## config.mk

```make
export PLATFORM = sky130hd
export DESIGN_NAME = ssp_arbiter
export DESIGN_NICKNAME = d
export VERILOG_FILES = /design/src/rtl/ssp_arbiter.sv
export SDC_FILE = /design/constraint.sdc
export NUM_CORES = 1
export LEC_CHECK = 0
export ABC_AREA = 1
export CORE_MARGIN = 5
export CORE_UTILIZATION = 40
export CTS_BUF_LIST = sky130_fd_sc_hd__clkbuf_8
export CTS_CLUSTER_DIAMETER = 120
export DETAILED_ROUTE_END_ITERATION = 8
export DONT_BUFFER_PORTS = 1
export HOLD_SLACK_MARGIN = 0.1
export PLACE_DENSITY_LB_ADDON = 0.3
export SYNTH_ARGS = -nofsm -noshare
export SYNTH_HDL_FRONTEND = slang
export SYNTH_SLANG_ARGS = --single-unit
export TNS_END_PERCENT = 1
```

## constraint.sdc

```tcl
create_clock -name PCLK -period 4.2 [get_ports PCLK]
set_clock_uncertainty 0.2 [all_clocks]
set_input_delay 0.42 -clock PCLK [delete_from_list [all_inputs] [get_ports PCLK]]
set_output_delay 0.42 -clock PCLK [all_outputs]
set_load 0.01 [all_outputs]
```

## src/rtl/ssp_arbiter.sv

```systemverilog
// Round-robin arbiter sharing one SSP APB-style write port among N_REQ byte requesters,
// with burst locks, TX-full throttling and forced RX FIFO drains.
module ssp_arbiter #(
   parameter int N_REQ = 4
) (
   input  logic               PCLK,
   input  logic               CLEAR,
   input  logic [N_REQ-1:0]   REQ,
   input  logic [8*N_REQ-1:0] REQ_DATA,
   input  logic [N_REQ-1:0]   REQ_LAST,
   output logic [N_REQ-1:0]   ACK,
   input  logic               RD_REQ,
   output logic [7:0]         RD_DATA,
   output logic               RD_VALID,
   output logic               LOCKED,
   output logic [2:0]         OWNER,
   output logic               PSEL,
   output logic               PWRITE,
   output logic [7:0]         PWDATA,
   input  logic [7:0]         PRDATA,
   input  logic               SSPTXINTR,
   input  logic               SSPRXINTR
);

   // Handshake: REQ[i] with REQ_DATA/REQ_LAST held stable until the clock edge that
   // ends the cycle in which ACK[i] is high; that edge is the transfer.

   typedef enum logic [1:0] {
      IDLE = 2'd0,
      WR   = 2'd1,
      RD   = 2'd2
   } state_t;

   localparam logic [2:0] LAST_IDX = 3'(N_REQ - 1);

   state_t             state;
   logic [2:0]         grant_q;
   logic               last_q;

   logic [2:0]         start_c;
   logic [N_REQ-1:0]   rot_c;
   logic [2:0]         offs_c;
   logic [3:0]         sum_c;
   logic [2:0]         grant_c;
   logic               found_c;
   logic [N_REQ-1:0]   ack_c;
   logic [7:0]         wdata_c;
   logic               last_c;

   // Rotate the request vector so bit 0 is the index after the last grant.
   always_comb begin
      start_c = (OWNER == LAST_IDX) ? 3'd0 : OWNER + 3'd1;
      rot_c   = N_REQ'({REQ, REQ} >> start_c);
      offs_c  = 3'd0;
      for (int j = N_REQ - 1; j >= 0; j--) begin
         if (rot_c[j]) begin
            offs_c = 3'(j);
         end
      end
      sum_c = {1'b0, start_c} + {1'b0, offs_c};
      if (sum_c >= 4'(N_REQ)) begin
         sum_c = sum_c - 4'(N_REQ);
      end
   end

   always_comb begin
      grant_c = LOCKED ? OWNER : sum_c[2:0];
      found_c = 1'b0;
      if (LOCKED) begin
         for (int i = 0; i < N_REQ; i++) begin
            if (REQ[i] && (OWNER == 3'(i))) begin
               found_c = 1'b1;
            end
         end
      end else begin
         found_c = |rot_c;
      end
   end

   always_comb begin
      ack_c   = '0;
      wdata_c = 8'd0;
      last_c  = 1'b0;
      for (int i = 0; i < N_REQ; i++) begin
         if (grant_c == 3'(i)) begin
            ack_c[i] = 1'b1;
            wdata_c  = REQ_DATA[8*i +: 8];
            last_c   = REQ_LAST[i];
         end
      end
   end

   always_ff @(posedge PCLK or posedge CLEAR) begin
      if (CLEAR) begin
         state    <= IDLE;
         grant_q  <= LAST_IDX;
         last_q   <= 1'b0;
         PSEL     <= 1'b0;
         PWRITE   <= 1'b0;
         PWDATA   <= 8'd0;
         ACK      <= '0;
         RD_DATA  <= 8'd0;
         RD_VALID <= 1'b0;
         LOCKED   <= 1'b0;
         OWNER    <= LAST_IDX;
      end else begin
         RD_VALID <= 1'b0;
         case (state)
            IDLE: begin
               if (SSPRXINTR) begin
                  state  <= RD;
                  PSEL   <= 1'b1;
                  PWRITE <= 1'b0;
               end else if (!SSPTXINTR && found_c) begin
                  state   <= WR;
                  PSEL    <= 1'b1;
                  PWRITE  <= 1'b1;
                  PWDATA  <= wdata_c;
                  ACK     <= ack_c;
                  grant_q <= grant_c;
                  last_q  <= last_c;
               end else if (RD_REQ) begin
                  state  <= RD;
                  PSEL   <= 1'b1;
                  PWRITE <= 1'b0;
               end
            end
            WR: begin
               // Always return through IDLE so the SSP flags settle before deciding again.
               state  <= IDLE;
               PSEL   <= 1'b0;
               PWRITE <= 1'b0;
               ACK    <= '0;
               OWNER  <= grant_q;
               LOCKED <= ~last_q;
            end
            RD: begin
               state    <= IDLE;
               PSEL     <= 1'b0;
               PWRITE   <= 1'b0;
               RD_DATA  <= PRDATA;
               RD_VALID <= 1'b1;
            end
            default: begin
               state <= IDLE;
               PSEL  <= 1'b0;
               ACK   <= '0;
            end
         endcase
      end
   end

endmodule

```

==> results of run 1 <==
-- cells in the mapped netlist (4+ instances only) --
master and number:
nand3_1 48, nand2_1 73, inv_2 4, o21ai_1 10, a31oi_1 8, nor2_1 10, nor2_2 5, dfrtp_1 29
nand4_1 8, dfstp_2 4, inv_1 23, ha_1 10, o21ai_0 10
-- final timing paths --
kind / slack, ps / to
setup / recovery: 350 / PWDATA[6]$_DFFE_PP0P_
hold / removal: 130 / PWDATA[0]$_DFFE_PP0P_
setup reg to reg: 350 / PWDATA[6]$_DFFE_PP0P_
hold reg to reg: 250 / LOCKED$_DFFE_PP0N_
max in group asynchronous: 3000 / OWNER[0]$_DFFE_PP1N_
min in group asynchronous: 470 / ACK[2]$_DFFE_PP0P_
-- critical path, cell delays in order (launching register included) --
cell,delay [ps]
dfstp_2,600
inv_1,150
ha_1,380
nand2_4,140
nor2_2,60
nand3_1,80
nand2_1,50
inv_1,90
nand4_1,80
a21boi_0,160
ha_1,180
inv_1,50
fa_1,470
o21ai_4,220
inv_1,180
nor2_2,150
nand2_1,150
nand4_1,150
o21ai_0,80
o21ai_1,130
-- report_power, final --
| group | switching [W] | internal (W) | total [W] |
|---|---|---|---|
| sequential | 0.000175 | 0.000467 | 0.000642 |
| clock | 0.000121 | 0.000148 | 0.000269 |
| combinational | 0.000810 | 0.000457 | 0.00127 |
| total | 0.00111 | 0.00107 | 0.00218 |
-- registers in the layout (all words and copies together), names as in the netlist --
| name | cells |
|---|---|
| PWDATA | 8 |
| RD_DATA | 8 |
| ACK | 4 |
| OWNER | 3 |
| grant_q | 3 |
| state | 2 |
| LOCKED | 1 |
| PSEL | 1 |
| PWRITE | 1 |
| RD_VALID | 1 |
| last_q | 1 |
-- final cells by class --
cell class,count,area (sq um)
Tap cell,70,87.6
Inverter,27,101
Clock buffer,7,96.3
Fill cell,530,2730
Multi-Input combinational cell,203,1110
Sequential cell,33,831
Timing Repair Buffer,12,115
Clock inverter,1,5.00
-- logic make-up after synthesis --
| logic type | Yosys count |
|---|---|
| flip-flops | 33 |
| AND/OR/NAND/NOR | 154 |
| AO/OA/AOI/OAI | 37 |
| adder cells (fa/ha/maj) | 11 |
| buffers and inverters | 35 |
-- per-stage QoR --
stage          total power [W]  hold slack (ps)
2_1_floorplan          0.00161              218
3_3_place_gp           0.00182              230
3_5_place_dp           0.00184              239
4_1_cts                0.00212              125
5_1_grt                0.00242              127
6_report               0.00218              133
-- per-layer routing --
metal,wire length [um],vias up,part of all wire (%)
met5,0,-,0
met4,22,0,0.43
met3,430,2,8.4
met2,2360,51,46
met1,2290,819,45
li1,-,926,-
-- timing repair --
item,CTS,global route
hold endpoints to repair,38,0
hold buffers,10,0
endpoints found under the setup margin,0,9
resized for setup,0,3
-- placed cells by master, fill, tap and decap left out, drive strengths merged --
cell and instances:
nand2 77, nand3 50, dfrtp 29, inv 27, o21ai 22, nor2 16, ha 10, dlygate4sd3 10
a31oi 8, nand4 8, clkbuf 7, dfstp 4, nor4 3, a21oi 2, buf 2, o21bai 2
o21a 1, nor3 1, a21o 1, a21boi 1, fa 1, clkinv 1
==> impl_metrics.env, run 1 <==
export IMPL_p_leak_nw=1.14
export IMPL_synth_top_area_share_pct=35.1
export IMPL_setup_violations=0
export IMPL_avgViaCountPerCell=5.09
export IMPL_fin_util_pct=46.2
export IMPL_cts_htree_levels=2
export IMPL_synth_seq_cells=33
export IMPL_dp_hpwl_mm=3.74
export IMPL_synth_cells=270
export IMPL_start_util_pct=40.8
export IMPL_peakVddDrop_v=0.000350
export IMPL_hold_depth=2
export IMPL_use_met1_pct=21.0
export IMPL_max_slew_margin_pct=66.5
export IMPL_via_count=1798
export IMPL_drt_wl_total_mm=5.11
export IMPL_ys_seq_area_share_pct=40.1
export IMPL_firstDrtPassIters=4
export IMPL_layout_drive_gt1_share_pct=12.0
export IMPL_period_share_pct=91.6
export IMPL_ios=80
export IMPL_post_drt_wl_per_cell_um=14.5
export IMPL_clk_insertion_delay_late_ps=290
export IMPL_synth_area_leaders="dfrtp_1 (35%), nand2_1 (13%), nand3_1 (12%), ha_1 (6.0%), dfstp_2 (5.1%)"
export IMPL_startpoint="OWNER[0]$_DFFE_PP1N_"
export IMPL_ant_nets=0
export IMPL_hold_viol=0
export IMPL_outcome="complete, no violations"
export IMPL_period_needed_ps=3850
export IMPL_rsz0062_at_grt="no"
export IMPL_synth_cell_types=29
export IMPL_busiest_layer="met2"
export IMPL_grt_pass1_vias=1710
export IMPL_gp_congestion=0.827
export IMPL_crit_type="flip-flop to flip-flop"
export IMPL_synth_area_per_cell_sq_um=7.66
export IMPL_synth_xor_area_share_pct=0
export IMPL_critPathMaxFanout=8
export IMPL_synth_top_family_by_area="simple AND/OR/NAND/NOR gates"
export IMPL_synth_compound_area_share_pct=10.9
export IMPL_fmax_mhz=260
export IMPL_dieHeight_um=81.9
export IMPL_antenna_found_initial=0
export IMPL_arrival_ps=3860
export IMPL_p_per_area_nw_per_um2=929
export IMPL_finalSetupTns_ps=0
export IMPL_setup_ws_ps=351
export IMPL_path_clk_slew_ps=70
export IMPL_synthMuxAreaShare_pct=0
export IMPL_yosys_area_top_type="dfrtp_1"
export IMPL_fin_cells=353
export IMPL_place_inst=334
export IMPL_synth_edf_count=0
export IMPL_use_met3_pct=5.92
export IMPL_synthFlopType="dfrtp_1"
export IMPL_start_kind="flip-flop"
export IMPL_r2r_start="OWNER[0]$_DFFE_PP1N_"
export IMPL_n_antenna_cell=0
export IMPL_synthAdderAreaFrac_pct=7.01
export IMPL_drv_slew=0
export IMPL_dp_slack_ps=231
export IMPL_hold_class="input pin to flip-flop"
export IMPL_areaGrowthSynthToFinish_pct=13.4
export IMPL_cts_made_buffers=5
export IMPL_post_route_cell_area_sq_um=2350
export IMPL_fp_dieW_um=81.9
export IMPL_final_nets=346
export IMPL_grtUsageMet2_pct=24.3
export IMPL_drt_initial_drc_count=89
export IMPL_cts_sinks=33
export IMPL_drc=0
export IMPL_dpl_instance_area_sq_um=2120
export IMPL_root_buffer="clkbuf_8"
export IMPL_yosys_area_share_simple_pct=34.6
export IMPL_port_buffers=0
export IMPL_yosys_warnings=0
export IMPL_postSynth_asyncResetShare_pct=100
export IMPL_cts_setup_buffers=0
export IMPL_hp_start="REQ_DATA[24]"
export IMPL_syn_area_sq_um=2070
export IMPL_required_ps=4210
export IMPL_worstRegToRegCells=19
export IMPL_drv_cap=0
export IMPL_grt_usage_pct=15.7
export IMPL_row_count=26
export IMPL_synthesis_nets=334
export IMPL_fp_coreArea_sq_um=5070
export IMPL_die_area_sq_um=6710
export IMPL_cp_end_kind="flip-flop"
export IMPL_worstMarginPinSlew_ps=502
export IMPL_overflow=0
export IMPL_cts_buffer_depth=2
export IMPL_cts_tree="yes"
export IMPL_grt_max_degree=37
export IMPL_grt_pass1_wl_mm=8.21
No activity file was read; power rests on OpenSTA's default activity.
==> run 2: changes to the inputs <==
--- a/config.mk
+++ b/config.mk
@@ -14,6 +14,7 @@
 export DONT_BUFFER_PORTS = 1
 export HOLD_SLACK_MARGIN = 0.1
 export PLACE_DENSITY_LB_ADDON = 0.3
+export RECOVER_POWER = 100
 export SYNTH_ARGS = -nofsm -noshare
 export SYNTH_HDL_FRONTEND = slang
 export SYNTH_SLANG_ARGS = --single-unit
==> impl_metrics.env, run 2 (same netlist as run 1, synthesis figures left out) <==
export IMPL_path_clk_slew_ps=70
export IMPL_hold_depth=2
export IMPL_drc=0
export IMPL_drt_wl_total_mm=5.10
export IMPL_crit_type="flip-flop to flip-flop"
export IMPL_dieHeight_um=81.9
export IMPL_p_leak_nw=1.14
export IMPL_rsz0062_at_grt="no"
export IMPL_max_slew_margin_pct=-17.1
export IMPL_antenna_found_initial=0
export IMPL_ff2ff_setup_slack_ps=360
export IMPL_setup_ws_ps=356
export IMPL_layout_drive_gt1_share_pct=11.3
export IMPL_dp_hpwl_mm=3.74
export IMPL_peakVddDrop_v=0.000348
export IMPL_avgViaCountPerCell=5.11
export IMPL_required_ps=4210
export IMPL_period_share_pct=91.5
export IMPL_gp_congestion=0.827
export IMPL_grt_pass1_wl_mm=8.21
export IMPL_drv_cap=1
export IMPL_die_area_sq_um=6710
export IMPL_outcome="complete, but fails checks"
export IMPL_grt_max_degree=37
export IMPL_overflow=0
export IMPL_via_count=1803
export IMPL_grt_pass1_vias=1710
export IMPL_p_per_area_nw_per_um2=924
export IMPL_worstMarginPinSlew_ps=1760
export IMPL_fmax_mhz=260
export IMPL_finalSetupTns_ps=0
export IMPL_period_needed_ps=3840
export IMPL_cts_tree="yes"
export IMPL_cts_made_buffers=5
export IMPL_clk_insertion_delay_late_ps=290
export IMPL_final_common_cell="nand2_1"
export IMPL_rr_endpoint="PWDATA[7]$_DFFE_PP0P_"
export IMPL_drv_slew=34
export IMPL_cp_end_kind="flip-flop"
export IMPL_top_regs="PWDATA x8, RD_DATA x8, ACK x4"
export IMPL_firstDrtPassIters=4
export IMPL_hold_viol=0
export IMPL_hp_start="REQ_DATA[25]"
export IMPL_cts_htree_levels=2
export IMPL_start_kind="flip-flop"
export IMPL_root_buffer="clkbuf_8"
export IMPL_port_buffers=0
export IMPL_row_count=26
export IMPL_n_antenna_cell=0
export IMPL_r2r_start="OWNER[0]$_DFFE_PP1N_"
export IMPL_fin_util_pct=45.9
export IMPL_grt_usage_pct=15.7
export IMPL_post_drt_wl_per_cell_um=14.4
export IMPL_ios=80
export IMPL_dp_slack_ps=231
export IMPL_cts_setup_buffers=0
export IMPL_hold_class="input pin to flip-flop"
export IMPL_violations="max-capacitance violations, max-slew violations"
export IMPL_final_nets=346
export IMPL_arrival_ps=3850
export IMPL_drt_initial_drc_count=94
export IMPL_final_cell_mix="nand2_1 (73), nand3_1 (48), dfrtp_1 (29)"
export IMPL_setup_violations=0
export IMPL_start_util_pct=40.8
export IMPL_worstHoldEndpoint="PWDATA[1]$_DFFE_PP0P_"
export IMPL_critPathMaxFanout=8
export IMPL_fp_coreArea_sq_um=5070
export IMPL_fp_dieW_um=81.9
export IMPL_worstRegToRegCells=19
export IMPL_cts_sinks=33
export IMPL_ant_nets=0
export IMPL_cts_buffer_depth=2
export IMPL_areaGrowthSynthToFinish_pct=12.6
-- run 2: cell types whose count changed in the layout (fill, tap and decap cells not counted), sizes merged --
| cell | before | now |
|---|---|---|
| buf | 2 | 1 |
| clkbuf | 7 | 8 |
-- run 2: power breakdown --
| part | internal, W | leakage [nW] | total [W] | switching, W |
|---|---|---|---|---|
| Clock | 0.000148 | 0.0542 | 0.000268 | 0.000120 |
| Combinational | 0.000449 | 0.673 | 0.00124 | 0.000796 |
| Sequential | 0.000467 | 0.409 | 0.000642 | 0.000175 |
-- run 2: what timing repair did --
action / in CTS / in global routing
setup endpoints to repair: 0 / 9
hold endpoints to repair: 38 / 0
resized for setup: 0 / 3
hold buffers: 10 / 0
-- run 2: per-layer routing --
layer	part of all wire, %	vias up	GRT usage, %	routed length, um
met2	46	54	24.3	2340
met1	45	821	21.0	2290
met4	0.45	0	2.99	23
met5	0	-	0	0
met3	8.7	2	5.92	443
li1	-	926	-	-
-- run 2: critical path: stages (launching register included) --
cell and delay, ps:
dfstp_2 600, inv_1 150, ha_1 380, nand2_4 140
nor2_2 60, nand3_1 80, nand2_1 50, inv_1 90
nand4_1 80, a21boi_0 160, ha_1 180, inv_1 50
fa_1 470, o21ai_4 220, inv_1 180, nor2_2 230
nand3_1 100, nand3_1 110, a31oi_1 50, o21ai_0 170
-- run 2: area by class of cell --
| class | count | area, sq um |
|---|---|---|
| clock buffer | 7 | 96.3 |
| clock inverter | 1 | 5.00 |
| fill | 532 | 2740 |
| inverter | 27 | 101 |
| multi-input combinational | 203 | 1100 |
| sequential | 33 | 831 |
| tap | 70 | 87.6 |
| timing repair buffer | 12 | 111 |
-- run 2: worst max-delay path by stage --
stage | from | endpoint | depth (start not counted) | slack (ps)
after floorplan | OWNER[0]$_DFFE_PP1N_ | PWDATA[6]$_DFFE_PP0P_ | 19 | 650
after global placement | OWNER[0]$_DFFE_PP1N_ | last_q$_DFFE_PP0P_ | 19 | 370
after detailed placement | OWNER[0]$_DFFE_PP1N_ | PWDATA[4]$_DFFE_PP0P_ | 19 | 230
after CTS | OWNER[0]$_DFFE_PP1N_ | PWDATA[4]$_DFFE_PP0P_ | 19 | 240
after global routing | OWNER[0]$_DFFE_PP1N_ | PWDATA[7]$_DFFE_PP0P_ | 19 | 10
final | OWNER[0]$_DFFE_PP1N_ | PWDATA[7]$_DFFE_PP0P_ | 19 | 360
-- run 2: stage by stage --
stage          power (W)  hold WS, ps  area, sq um  std cells
5_1_grt          0.00240          146         2330        353
3_3_place_gp     0.00182          230         2120        334
3_5_place_dp     0.00184          239         2120        334
4_1_cts          0.00212          125         2320        352
6_report         0.00215          137         2330        353
2_1_floorplan    0.00161          218         2070        270
==> run 3: changes to the inputs <==
--- a/config.mk
+++ b/config.mk
@@ -12,6 +12,7 @@
 export CTS_CLUSTER_DIAMETER = 120
 export DETAILED_ROUTE_END_ITERATION = 8
 export DONT_BUFFER_PORTS = 1
+export GPL_TIMING_DRIVEN = 0
 export HOLD_SLACK_MARGIN = 0.1
 export PLACE_DENSITY_LB_ADDON = 0.3
 export RECOVER_POWER = 100
==> impl_metrics.env, run 3 (same netlist as run 1, synthesis figures left out) <==
export IMPL_avgViaCountPerCell=5.09
export IMPL_antenna_found_initial=0
export IMPL_ant_nets=0
export IMPL_grt_usage_pct=16.3
export IMPL_drt_initial_drc_count=60
export IMPL_path_clk_slew_ps=70
export IMPL_post_drt_wl_per_cell_um=14.6
export IMPL_hold_viol=0
export IMPL_cts_tree="yes"
export IMPL_fp_dieW_um=81.9
export IMPL_firstDrtPassIters=4
export IMPL_cts_htree_levels=2
export IMPL_ff2ff_setup_slack_ps=300
export IMPL_start_kind="flip-flop"
export IMPL_setup_violations=0
export IMPL_outcome="complete, no violations"
export IMPL_crit_type="flip-flop to flip-flop"
export IMPL_root_buffer="clkbuf_8"
export IMPL_dp_hpwl_mm=3.91
export IMPL_gp_congestion=0.795
export IMPL_n_antenna_cell=0
export IMPL_port_buffers=0
export IMPL_critPathMaxFanout=7
export IMPL_row_count=26
export IMPL_areaGrowthSynthToFinish_pct=18.6
export IMPL_cts_made_buffers=5
export IMPL_clk_insertion_delay_late_ps=280
export IMPL_hold_class="input pin to flip-flop"
export IMPL_drc=0
export IMPL_worstRegToRegCells=19
export IMPL_layout_drive_gt1_share_pct=15.6
export IMPL_worstHoldEndpoint="PWRITE$_DFFE_PP0P_"
export IMPL_grt_pass1_vias=1811
export IMPL_power_w=0.00234
export IMPL_hold_depth=3
export IMPL_ios=80
export IMPL_via_count=1854
export IMPL_die_area_sq_um=6710
export IMPL_final_cell_mix="nand2_1 (73), nand3_1 (48), dfrtp_1 (29)"
export IMPL_drv_cap=0
export IMPL_final_nets=357
export IMPL_overflow=0
export IMPL_required_ps=4220
export IMPL_dpl_instance_area_sq_um=2160
export IMPL_cts_sinks=33
export IMPL_p_leak_nw=1.18
export IMPL_max_slew_margin_pct=37.9
export IMPL_drt_wl_total_mm=5.32
export IMPL_rr_endpoint="last_q$_DFFE_PP0P_"
export IMPL_fmax_mhz=257
export IMPL_drv_slew=0
export IMPL_arrival_ps=3910
export IMPL_fp_coreArea_sq_um=5070
export IMPL_grt_max_degree=34
export IMPL_peakVddDrop_v=0.000411
export IMPL_r2r_start="OWNER[0]$_DFFE_PP1N_"
export IMPL_final_common_cell="nand2_1"
export IMPL_dieHeight_um=81.9
export IMPL_p_per_area_nw_per_um2=953
export IMPL_cts_buffer_depth=2
export IMPL_period_share_pct=92.8
export IMPL_hp_start="SSPRXINTR"
export IMPL_top_regs="PWDATA x8, RD_DATA x8, ACK x4"
export IMPL_start_util_pct=40.8
export IMPL_grt_pass1_wl_mm=8.51
export IMPL_worstMarginPinSlew_ps=932
export IMPL_post_route_cell_area_sq_um=2450
export IMPL_cp_end_kind="flip-flop"
export IMPL_period_needed_ps=3900
==> run 3: critical path: stages, from the launching register on <==
cell and delay (ps):
dfstp_2 640, clkinvlp_4 180, ha_4 280, nand2_4 120
nor2_2 60, nand3_1 70, nand2_1 50, inv_1 90
nand4_1 90, a21boi_1 140, ha_1 180, inv_1 50
fa_1 480, o21ai_4 280, clkinvlp_4 250, nor2_4 150
nand2_1 150, nand4_1 130, o21ai_0 100, o21ai_1 130
==> run 3: worst max path at each step <==
stage                         start               endpoint  slack [ps]  depth (start not counted)
6_report       OWNER[0]$_DFFE_PP1N_     last_q$_DFFE_PP0P_         300                         19
5_1_grt        OWNER[0]$_DFFE_PP1N_  PWDATA[6]$_DFFE_PP0P_         -10                         19
4_1_cts        OWNER[0]$_DFFE_PP1N_     last_q$_DFFE_PP0P_           2                         18
3_5_place_dp   OWNER[0]$_DFFE_PP1N_     last_q$_DFFE_PP0P_          20                         18
3_3_place_gp   OWNER[0]$_DFFE_PP1N_     last_q$_DFFE_PP0P_         100                         19
2_1_floorplan  OWNER[0]$_DFFE_PP1N_  PWDATA[6]$_DFFE_PP0P_         650                         19
==> run 3: what timing repair did <==
item	in CTS	in global routing
hold buffers	8	1
endpoints found under the hold margin	8	16
setup endpoints to repair	0	10
setup buffers	0	5
resized for setup	0	11
==> run 3: final cells by class <==
type / instances / area, sq um
Clock inverter: 2 / 33.8
Sequential cell: 33 / 831
Inverter: 27 / 109
Fill cell: 512 / 2620
Clock buffer: 6 / 82.6
Buffer: 8 / 50.0
Tap cell: 70 / 87.6
Multi-Input combinational cell: 203 / 1130
Timing Repair Buffer: 15 / 131
==> run 3: layer usage <==
layer / wire length [um] / vias up / track usage [%]
met5: 0 / - / 0
met4: 83 / 0 / 5.81
met3: 416 / 9 / 4.82
met2: 2530 / 60 / 26.2
met1: 2290 / 835 / 20.8
li1: - / 950 / -
==> run 3: power by group <==
| part | total [W] | internal [W] | switching (W) |
|---|---|---|---|
| logic | 0.00140 | 0.000526 | 0.000879 |
| clock network | 0.000306 | 0.000191 | 0.000115 |
| registers | 0.000629 | 0.000467 | 0.000162 |
| total | 0.00234 | 0.00118 | 0.00116 |
==> run 3: metrics by stage <==
| stage | utilization [%] | cells | setup WS, ps | hold WS [ps] | TNS [ps] |
|---|---|---|---|---|---|
| 2_1_floorplan | - | 270 | 648 | 218 | 0 |
| 3_3_place_gp | 42.5 | 340 | 100 | 236 | 0 |
| 3_5_place_dp | 42.5 | 340 | 23.3 | 237 | 0 |
| 4_1_cts | 46.4 | 356 | 1.88 | 100 | 0 |
| 5_1_grt | 48.4 | 364 | -14.1 | 134 | -17.4 |
| 6_report | 48.4 | 364 | 303 | 106 | 0 |
